$ cat src/rtl/fetch_pkg.sv
// Shared types and address helpers for the instruction fetch stage.
package fetch_pkg;

    typedef enum logic {
        RUN  = 1'b0,
        HALT = 1'b1
    } fetch_state_t;

    localparam int INST_BYTES = 4;
    localparam int PC_MAX_W   = 64;

    // Callers truncate the result to their own width, so the increment wraps naturally.
    function automatic logic [PC_MAX_W-1:0] next_pc(input logic [PC_MAX_W-1:0] pc);
        return pc + PC_MAX_W'(INST_BYTES);
    endfunction

    function automatic logic [PC_MAX_W-1:0] align_pc(input logic [PC_MAX_W-1:0] pc);
        return pc & ~PC_MAX_W'(INST_BYTES - 1);
    endfunction

endpackage

$ cat src/rtl/fetch_credit_ctr.sv
// Buffer-occupancy, in-flight and squash counters that gate instruction fetch issue.
module fetch_credit_ctr #(
    parameter int BUFFER_DEPTH    = 8,
    parameter int MAX_OUTSTANDING = 4
) (
    input  logic clk,
    input  logic rst_n,
    input  logic run,
    input  logic redirect,
    input  logic req_fire,
    input  logic rsp_valid,
    input  logic buf_write,
    input  logic buf_rd_fire,
    output logic can_issue,
    output logic drop_rsp
);

    localparam int CNT_W = $clog2(BUFFER_DEPTH) + 1;

    logic [CNT_W-1:0] occ_q, outstanding_q, discard_q;
    logic [CNT_W-1:0] occ_d, outstanding_d, discard_d;
    logic [CNT_W:0]   credit_used;

    // A request may only go out if its response is guaranteed a buffer slot.
    assign credit_used = {1'b0, occ_q} + {1'b0, outstanding_q};
    assign can_issue   = run
                      && (credit_used < (CNT_W+1)'(BUFFER_DEPTH))
                      && (outstanding_q < CNT_W'(MAX_OUTSTANDING));
    assign drop_rsp    = (discard_q != '0);

    always_comb begin
        outstanding_d = outstanding_q + CNT_W'(req_fire) - CNT_W'(rsp_valid);
        occ_d         = occ_q + CNT_W'(buf_write) - CNT_W'(buf_rd_fire);
        discard_d     = (rsp_valid && drop_rsp) ? discard_q - CNT_W'(1) : discard_q;
        if (redirect) begin
            occ_d = '0;
            // Every response still in flight after this edge belongs to the old stream,
            // which keeps back-to-back redirects from double counting.
            if (rsp_valid && (outstanding_q != '0))
                discard_d = outstanding_q - CNT_W'(1);
            else
                discard_d = outstanding_q;
        end
    end

    always_ff @(posedge clk or negedge rst_n) begin
        if (!rst_n) begin
            occ_q         <= '0;
            outstanding_q <= '0;
            discard_q     <= '0;
        end else begin
            occ_q         <= occ_d;
            outstanding_q <= outstanding_d;
            discard_q     <= discard_d;
        end
    end

    a_rsp_has_req: assert property (@(posedge clk) disable iff (!rst_n)
        rsp_valid |-> (outstanding_q != '0));

endmodule

$ cat src/rtl/fetch_unit.sv
// Instruction fetch: PC sequencing, imem request/response handshake, fault halt and redirect.
module fetch_unit
    import fetch_pkg::*;
#(
    parameter int                    INST_WIDTH      = 32,
    parameter int                    BUFFER_DEPTH    = 8,
    parameter int                    MAX_OUTSTANDING = 4,
    parameter logic [INST_WIDTH-1:0] RESET_PC        = '0
) (
    input  logic                  clk,
    input  logic                  rst_n,
    input  logic                  redirect_valid,
    input  logic [INST_WIDTH-1:0] redirect_pc,
    output logic                  imem_req_valid,
    input  logic                  imem_req_ready,
    output logic [INST_WIDTH-1:0] imem_req_addr,
    input  logic                  imem_rsp_valid,
    input  logic [INST_WIDTH-1:0] imem_rsp_data,
    input  logic                  imem_rsp_err,
    output logic                  buf_write_en,
    output logic [INST_WIDTH-1:0] buf_data_in,
    input  logic                  buf_rd_fire,
    output logic                  buf_flush,
    output logic                  fetch_fault,
    output logic [INST_WIDTH-1:0] fault_pc
);

    fetch_state_t          state_q, state_d;
    logic [INST_WIDTH-1:0] pc_q, rsp_pc_q, fault_pc_q;
    logic [INST_WIDTH-1:0] pc_inc, rsp_pc_inc, redirect_pc_aligned;
    logic                  flush_q;
    logic                  can_issue, drop_rsp;
    logic                  req_fire, rsp_live, rsp_fault;

    assign pc_inc              = INST_WIDTH'(next_pc(PC_MAX_W'(pc_q)));
    assign rsp_pc_inc          = INST_WIDTH'(next_pc(PC_MAX_W'(rsp_pc_q)));
    assign redirect_pc_aligned = INST_WIDTH'(align_pc(PC_MAX_W'(redirect_pc)));

    assign req_fire  = imem_req_valid && imem_req_ready;
    assign rsp_live  = imem_rsp_valid && !drop_rsp;
    assign rsp_fault = rsp_live && imem_rsp_err && (state_q == RUN) && !redirect_valid;

    fetch_credit_ctr #(
        .BUFFER_DEPTH    (BUFFER_DEPTH),
        .MAX_OUTSTANDING (MAX_OUTSTANDING)
    ) u_credit (
        .clk         (clk),
        .rst_n       (rst_n),
        .run         (state_q == RUN),
        .redirect    (redirect_valid),
        .req_fire    (req_fire),
        .rsp_valid   (imem_rsp_valid),
        .buf_write   (buf_write_en),
        .buf_rd_fire (buf_rd_fire),
        .can_issue   (can_issue),
        .drop_rsp    (drop_rsp)
    );

    always_ff @(posedge clk or negedge rst_n) begin
        if (!rst_n) state_q <= RUN;
        else        state_q <= state_d;
    end

    always_comb begin
        state_d = state_q;
        if (redirect_valid)
            state_d = RUN;
        else if (rsp_fault)
            state_d = HALT;
    end

    // Gated by rst_n so nothing leaks to imem or the buffer while reset is held.
    always_comb begin
        imem_req_valid = rst_n && can_issue && !redirect_valid;
        buf_write_en   = rst_n && rsp_live && !imem_rsp_err
                      && (state_q == RUN) && !redirect_valid;
        fetch_fault    = (state_q == HALT);
    end

    always_ff @(posedge clk or negedge rst_n) begin
        if (!rst_n) begin
            pc_q       <= RESET_PC;
            rsp_pc_q   <= RESET_PC;
            fault_pc_q <= '0;
            flush_q    <= 1'b0;
        end else begin
            flush_q <= redirect_valid;
            if (redirect_valid) begin
                pc_q     <= redirect_pc_aligned;
                rsp_pc_q <= redirect_pc_aligned;
            end else begin
                if (req_fire)  pc_q       <= pc_inc;
                if (rsp_live)  rsp_pc_q   <= rsp_pc_inc;
                if (rsp_fault) fault_pc_q <= rsp_pc_q;
            end
        end
    end

    assign imem_req_addr = pc_q;
    assign buf_data_in   = imem_rsp_data;
    assign buf_flush     = flush_q;
    assign fault_pc      = fault_pc_q;

endmodule

$ cat config.mk
export PLATFORM = sky130hd
export DESIGN_NAME = fetch_unit
export DESIGN_NICKNAME = d
export VERILOG_FILES = /design/src/rtl/fetch_pkg.sv /design/src/rtl/fetch_credit_ctr.sv /design/src/rtl/fetch_unit.sv
export SDC_FILE = /design/constraint.sdc
export NUM_CORES = 1
export LEC_CHECK = 0
export CORE_MARGIN = 3
export CORE_UTILIZATION = 40
export DETAILED_ROUTE_END_ITERATION = 8
export DONT_BUFFER_PORTS = 1
export SLEW_MARGIN = 25
export SYNTH_ARGS = -nofsm -noshare
export SYNTH_HDL_FRONTEND = slang
export SYNTH_HIERARCHICAL = 1
export SYNTH_SLANG_ARGS = --single-unit
$ cat constraint.sdc
create_clock -name clk -period 5.6 [get_ports clk]
set_input_delay 1.4 -clock clk [delete_from_list [all_inputs] [get_ports clk]]
set_output_delay 1.4 -clock clk [all_outputs]
set_load 0.01 [all_outputs]
==> results.md, run 1 <==
* Vias at 3,930
* Crit end category: output port
* Depth of the CTS H-tree at 3
* Max Clk Rate at 0.252 GHz
* # rows at 43
* CTS Buffer Depth at 2
* Worst-Margin Slew at 959 ps
* Kind of critical path: flip-flop to output port
* RR Startpoint: u_credit/discard_q[0]
* Final Cycle Share at 0.710
* Final min period at 3970 ps
* Yosys top cell by area: dfrtp_1
* Synth Register Bits at 104
* Std-Cell Core Area at 14,000 um2
* Starting Density at 0.414
* Fin. max-slew vios at 0
* Status: completed
* Port bufs at 0
* Slowest-stage cell, CP: nor2b_1
* Final Hold Fails at 0
* Max Fanout on Critical Path at 7
* Met2 Usage GRT at 0.272
* Number of synthesized flops with an enable pin at 0
* WHS Path Cells at 1
* GRT met3 Usage at 0.0581
* Pwr/cell area at between 300 and 400 nW/um2
* Worst-path clk slew at around 60 ps
* DRT Pass-1 Iters at 4
* FF-to-FF setup slack at 1920 ps
* Peak per-stage delay on the critical path at 640 ps
* DRC viols at 0
* Netlist cell types at 62
* Synth Cell Area at 5820 um2
* Yosys top cell area share at 0.447
* Share of cells above drive strength 1 at 0.151
* MaxCap Viol Count at 0
* GRT Util Overall at 0.175
* DR WL/cell at about 20 um
* Cell family with most CP delay: simple AND/OR/NAND/NOR gates
* Die area at 16,000 um2
* GR Util met1 at 0.228
* # clock sinks at between 100 and 150
* Postcts setup bufs at 0
* Area after DPL at 5720 um2
* Setup TNS at 0 ps
* Main synth FF type: dfrtp_1
* CTS tree: done
* Cell Chain, Critical Path: inv_1, ha_1, or3b_1, nor2b_1, and4_1
* Worst skew pair latency at approximately 350 ps
* VDD IR max at 204 uV
* Total gr overflow at 0
* Area Growth Syn to Fin at 3.78%
* Startpoint types: flip-flop
* Hold_buf cts at 0
* CTS buffer count at 9
* RSZ-0062 raised after global routing: false
* Diode count at 0
* Boundary Pins at 171
* Hold Path Class: flip-flop to flip-flop
* Routed WL at 13,800 um
* Most used routing layer: met2
* Synth top area cells: dfrtp_1 (45%), mux2_2 (8.1%), buf_4 (4.9%)
* Reg2reg end: fault_pc[30]
* Vias in the first global route at 4,014
* Crit. Startpoint: u_credit/discard_q[0]
* Worst path arrival time at 2570 ps
* Hold-critical path endpoint: fault_pc[31]
* Pleak at ~2.5 nW
* Register area share after synthesis at 0.447
* Yosys Warn Count at 6
* Cells after Synth at 541
* Post-layout nets at a little under 600
* Critical Path RT at 4200 ps
* Post-route cell area at 6040 um2
* DP Wirelength at 10,100 um
* Post-DR vias/cell at about 5.7
* Clock Skews at 8.08 ps
* FILL cells at 1,328
* RD Place Congestion at 0.800
* Post-CTS sizing at 0
* Post-DRT Antenna Nets at 0
* Largest net degree at the start of global routing at 110
* First-pass GRT wire length at 22,300 um
* Final setup violation count at 0
* Initial drt markers at 194
* Chip width at 127 um
* Slew HR at 0.359
* Hold Crit Start: rsp_pc_q[31]
* CTS root buf: clkbuf_16
* Buf/Inv on CP at 1
* DIE HEIGHT at 127 um
* R2R depth at 7
* Asr flop ratio synth at 1.00
* Synthesized area per cell at between 10 and 15 um2
* Initial antenna violation count at 0
## sequential cells by signal (all words and copies together), names as in the netlist
| signal | flops |
|---|---|
| u_credit/outstanding_q | 4 |
| u_credit/occ_q | 4 |
| u_credit/discard_q | 4 |
| fetch_fault | 1 |
| imem_req_addr | 30 |
| fault_pc | 30 |
| buf_flush | 1 |
| rsp_pc_q | 30 |
## routing by layer
metal / part of all wire / vias to the layer above
li1: - / 1813
met3: 0.076 / 30
met5: 0 / -
met1: 0.43 / 1968
met4: 0.022 / 0
met2: 0.47 / 119
## cell usage after synthesis, types with 13 or more instances
cell and instances:
mux2_2 42, dfrtp_1 104, ha_1 20, nand4_1 30
xnor2_1 24, buf_4 38, nor2_1 25, a21oi_1 15
o21ai_0 13, xor2_1 26, nand2_1 35, inv_1 24
nand3_1 19
## area by class of cell
class,instances,area [um2],area share
clock buffers,14,284,0.0470
flip-flops and latches,104,2600,0.431
well taps,180,225,0.0373
multi-input cells,361,2780,0.460
clock inverters,2,35.0,0.00580
inverters,26,97.6,0.0162
repair buffers,2,15.0,0.00249
## cells in the final DEF (no fill, tap or decap), types with 5 or more instances in the layout
cell	count
mux2_2	42
nand4_1	30
o211ai_1	7
nor3_1	5
and3_1	7
dfrtp_1	104
xor2_1	26
clkbuf_16	9
mux2_1	8
o21ai_1	7
nand2_1	35
o21ai_0	13
nor2_1	25
a21boi_1	7
inv_1	24
ha_1	20
a21oi_1	15
xnor2_1	24
nand3_1	19
## per-stage QoR
step                      instances  worst slack, ps  power, mW  utilization  hold WS, ps
after detailed placement        673             1720       1.58        0.407          523
after CTS                       689             1640       2.26        0.430          533
after global routing            689             1470       2.37        0.430          562
final                           689             1630       2.22        0.430          533
after global placement          673             1710       1.55        0.407          516
after floorplan                 544             2150       1.48            -          501
## cell families (layout without fill, tap and decap cells)
kind of cell | Yosys count | in the layout | share of synthesized area
compound gates | 75 | 75 | 0.0860
xor+xnor | 50 | 50 | 0.0753
fa+ha+maj | 22 | 22 | 0.0499
buf+inv | 79 | 44 | 0.0770
flops | 104 | 104 | 0.447
mux | 53 | 53 | 0.102
other cells | 1 | 4 | 0.000645
simple gates | 157 | 157 | 0.162
## worst max path at each step
stage | to | cells after the start
final | buf_write_en | 5
after global routing | buf_write_en | 5
after CTS | buf_write_en | 5
after detailed placement | fault_pc[30] | 5
after global placement | fault_pc[14] | 4
after floorplan | buf_write_en | 3
## where the power goes
| part | switching (mW) | total [mW] | internal [mW] | leakage (nW) |
|---|---|---|---|---|
| sequential | 0.204 | 1.12 | 0.911 | 1.28 |
| combinational | 0.216 | 0.443 | 0.227 | 1.10 |
| clock | 0.269 | 0.664 | 0.395 | 0.159 |
| total | 0.690 | 2.22 | 1.53 | 2.53 |
No activity file was read; power rests on OpenSTA's default activity.
==> run 2: changes to the inputs <==
==> constraint.sdc (replaced) <==
create_clock -name clk -period 3.9 [get_ports clk]
set_input_delay 0.975 -clock clk [delete_from_list [all_inputs] [get_ports clk]]
set_output_delay 0.975 -clock clk [all_outputs]
set_load 0.01 [all_outputs]
==> run 2 against run 1 <==
  * First-iteration DRC count increased by 63%
  * Cell area up 0.19%
  * Combinational power rose by 45%
  * Clock power rose by 39%
  * Largest power group unchanged
==> results.md, run 2 (synthesis gave the netlist of run 1 again) <==
* Status: completed
* Most frequent cells in the layout: dfrtp_1 (104), mux2_2 (42), nand2_1 (35)
* Diode count at 0
* Layout Cells excl Fill at between 600 and 700
* Cells after DPL at 677
* Final Cycle Share at 0.777
* DP Wirelength at between 10,000 and 15,000 um
* Commonest non-fill, non-tap cell in the layout: dfrtp_1
* CTS Buffer Depth at 2
* Crit end category: output port
* # clock sinks at 104
* Die area at 16,000 um2
* DIE HEIGHT at 127 um
* Tot Pwr at 3.17 mW
* Post-DR vias/cell at 5.65
* Post-route cell area at between 6000 and 7000 um2
* Critical Path RT at 2920 ps
* Clock Skews at 7.84 ps
* Reg area at about 2600 um2
* Std-Cell Core Area at between 10,000 and 15,000 um2
* Routed WL at 13,800 um
* Post-CTS sizing at 0
* Final setup violation count at 0
* DRC viols at 0
* CTS buffer count at 9
* Setup TNS at 0 ps
* MaxCap Viol Count at 0
* RD Place Congestion at 0.803
* Multi-input logic area at between 2000 and 3000 um2
* Most used routing layer: met2
* Fin. max-slew vios at 0
* Buf/Inv on CP at 1
* Final Hold Fails at 0
* Worst-Margin Slew at 816 ps
* CTS tree: done
* Largest net degree at the start of global routing at 110
* Clock Power Share at 0.292
* Pwr/cell area at 524 nW/um2
* Starting Density at 0.414
* Share of cells above drive strength 1 at 0.156
* # rows at 43
* GR Util met1 at 0.232
* Postcts setup bufs at 0
* Total gr overflow at 0
* Met2 Usage GRT at 0.268
* Total net switching power at 998 uW
* Depth of the CTS H-tree at 3
* GRT Util Overall at 0.176
* Initial drt markers at 316
* DRT Pass-1 Iters at 4
* Peak per-stage delay on the critical path at 490 ps
* GRT met3 Usage at 0.0581
* Startpoint types: flip-flop
* CTS root buf: clkbuf_16
* Boundary Pins at 171
* Hold_buf cts at 0
* Max Clk Rate at around 0.33 GHz
* Hold Path Class: input pin to asynchronous set/reset pin
* Vias at 3,912
* Worst skew pair latency at 350 ps
* Max Fanout on Critical Path at 7
* Sequential power share at 0.506
* Final min period at just over 3000 ps
* Vias in the first global route at between 3,000 and 4,000
* DR WL/cell at a little under 20 um
* Area Growth Syn to Fin at 3.98%
* Worst path arrival time at 2050 ps
* RSZ-0062 raised after global routing: false
* Area after DPL at about 5700 um2
* Cell family with most CP delay: simple AND/OR/NAND/NOR gates
* Slew HR at 0.453
* Power Internal at between 2 and 2.5 mW
* First-pass GRT wire length at 22,400 um
* Slowest-stage cell, CP: or3b_1
* FILL cells at 1,315
* Sw frac at 0.315
* Initial antenna violation count at 0
* VDD IR max at about 390 uV
* Cell Chain, Critical Path: inv_1, ha_1, or3b_1, nor2b_1, and4_1
* Post-layout nets at 601
* Kind of critical path: flip-flop to output port
* Logic pwr share at 0.203
* Hold WS at approximately 310 ps
* Port bufs at 0
* Chip width at approximately 130 um
* Worst-path clk slew at 70 ps
* Post-DRT Antenna Nets at 0
* Pleak at about 2.5 nW
-- run 2: cell count changes in the layout (fill, tap and decap cells not counted), sizes merged --
cell	change
buf	+4
clkbuf	-1
clkinv	+1
-- run 2: cell type report --
cell class,instances,share of cell area
Multi-Input combinational cell,361,0.459
Sequential cell,104,0.430
Clock buffer,13,0.0430
Tap cell,180,0.0372
Inverter,26,0.0161
Timing Repair Buffer,6,0.00745
Clock inverter,3,0.00662
-- run 2: metrics by stage --
| step | utilization | setup slack [ps] |
|---|---|---|
| after detailed placement | 0.409 | 885 |
| final | 0.431 | 871 |
| after CTS | 0.431 | 847 |
| after floorplan | - | 1300 |
| after global placement | 0.409 | 881 |
| after global routing | 0.431 | 606 |
-- run 2: worst paths after layout --
kind                                             from                         to  slack (ps)  cells after the start
worst max-delay path            u_credit/discard_q[0]               buf_write_en         870                      5
worst min-delay path                            rst_n               fault_pc[16]         310                      0
worst max register to register      u_credit/occ_q[3]          imem_req_addr[13]         890                     10
worst min register to register           rsp_pc_q[31]               fault_pc[31]         540                      1
max in group asynchronous                       rst_n  u_credit/outstanding_q[2]        3460                      0
min in group clk                         rsp_pc_q[31]               fault_pc[31]         540                      1
-- run 2: layer usage --
| layer | routed length, um | vias to the layer above |
|---|---|---|
| li1 | - | 1820 |
| met1 | 5910 | 1946 |
| met2 | 6370 | 112 |
| met3 | 1150 | 34 |
| met4 | 352 | 0 |
| met5 | 0 | - |
-- run 2: power by group through the flow --
| stage | logic (mW) | clock network [mW] | registers (mW) |
|---|---|---|---|
| floorplan | 0.576 | 0 | 1.55 |
| global placement | 0.614 | 0 | 1.62 |
| detailed placement | 0.647 | 0 | 1.63 |
| CTS | 0.652 | 0.956 | 1.61 |
| global route | 0.745 | 0.997 | 1.64 |
| finish | 0.643 | 0.925 | 1.60 |
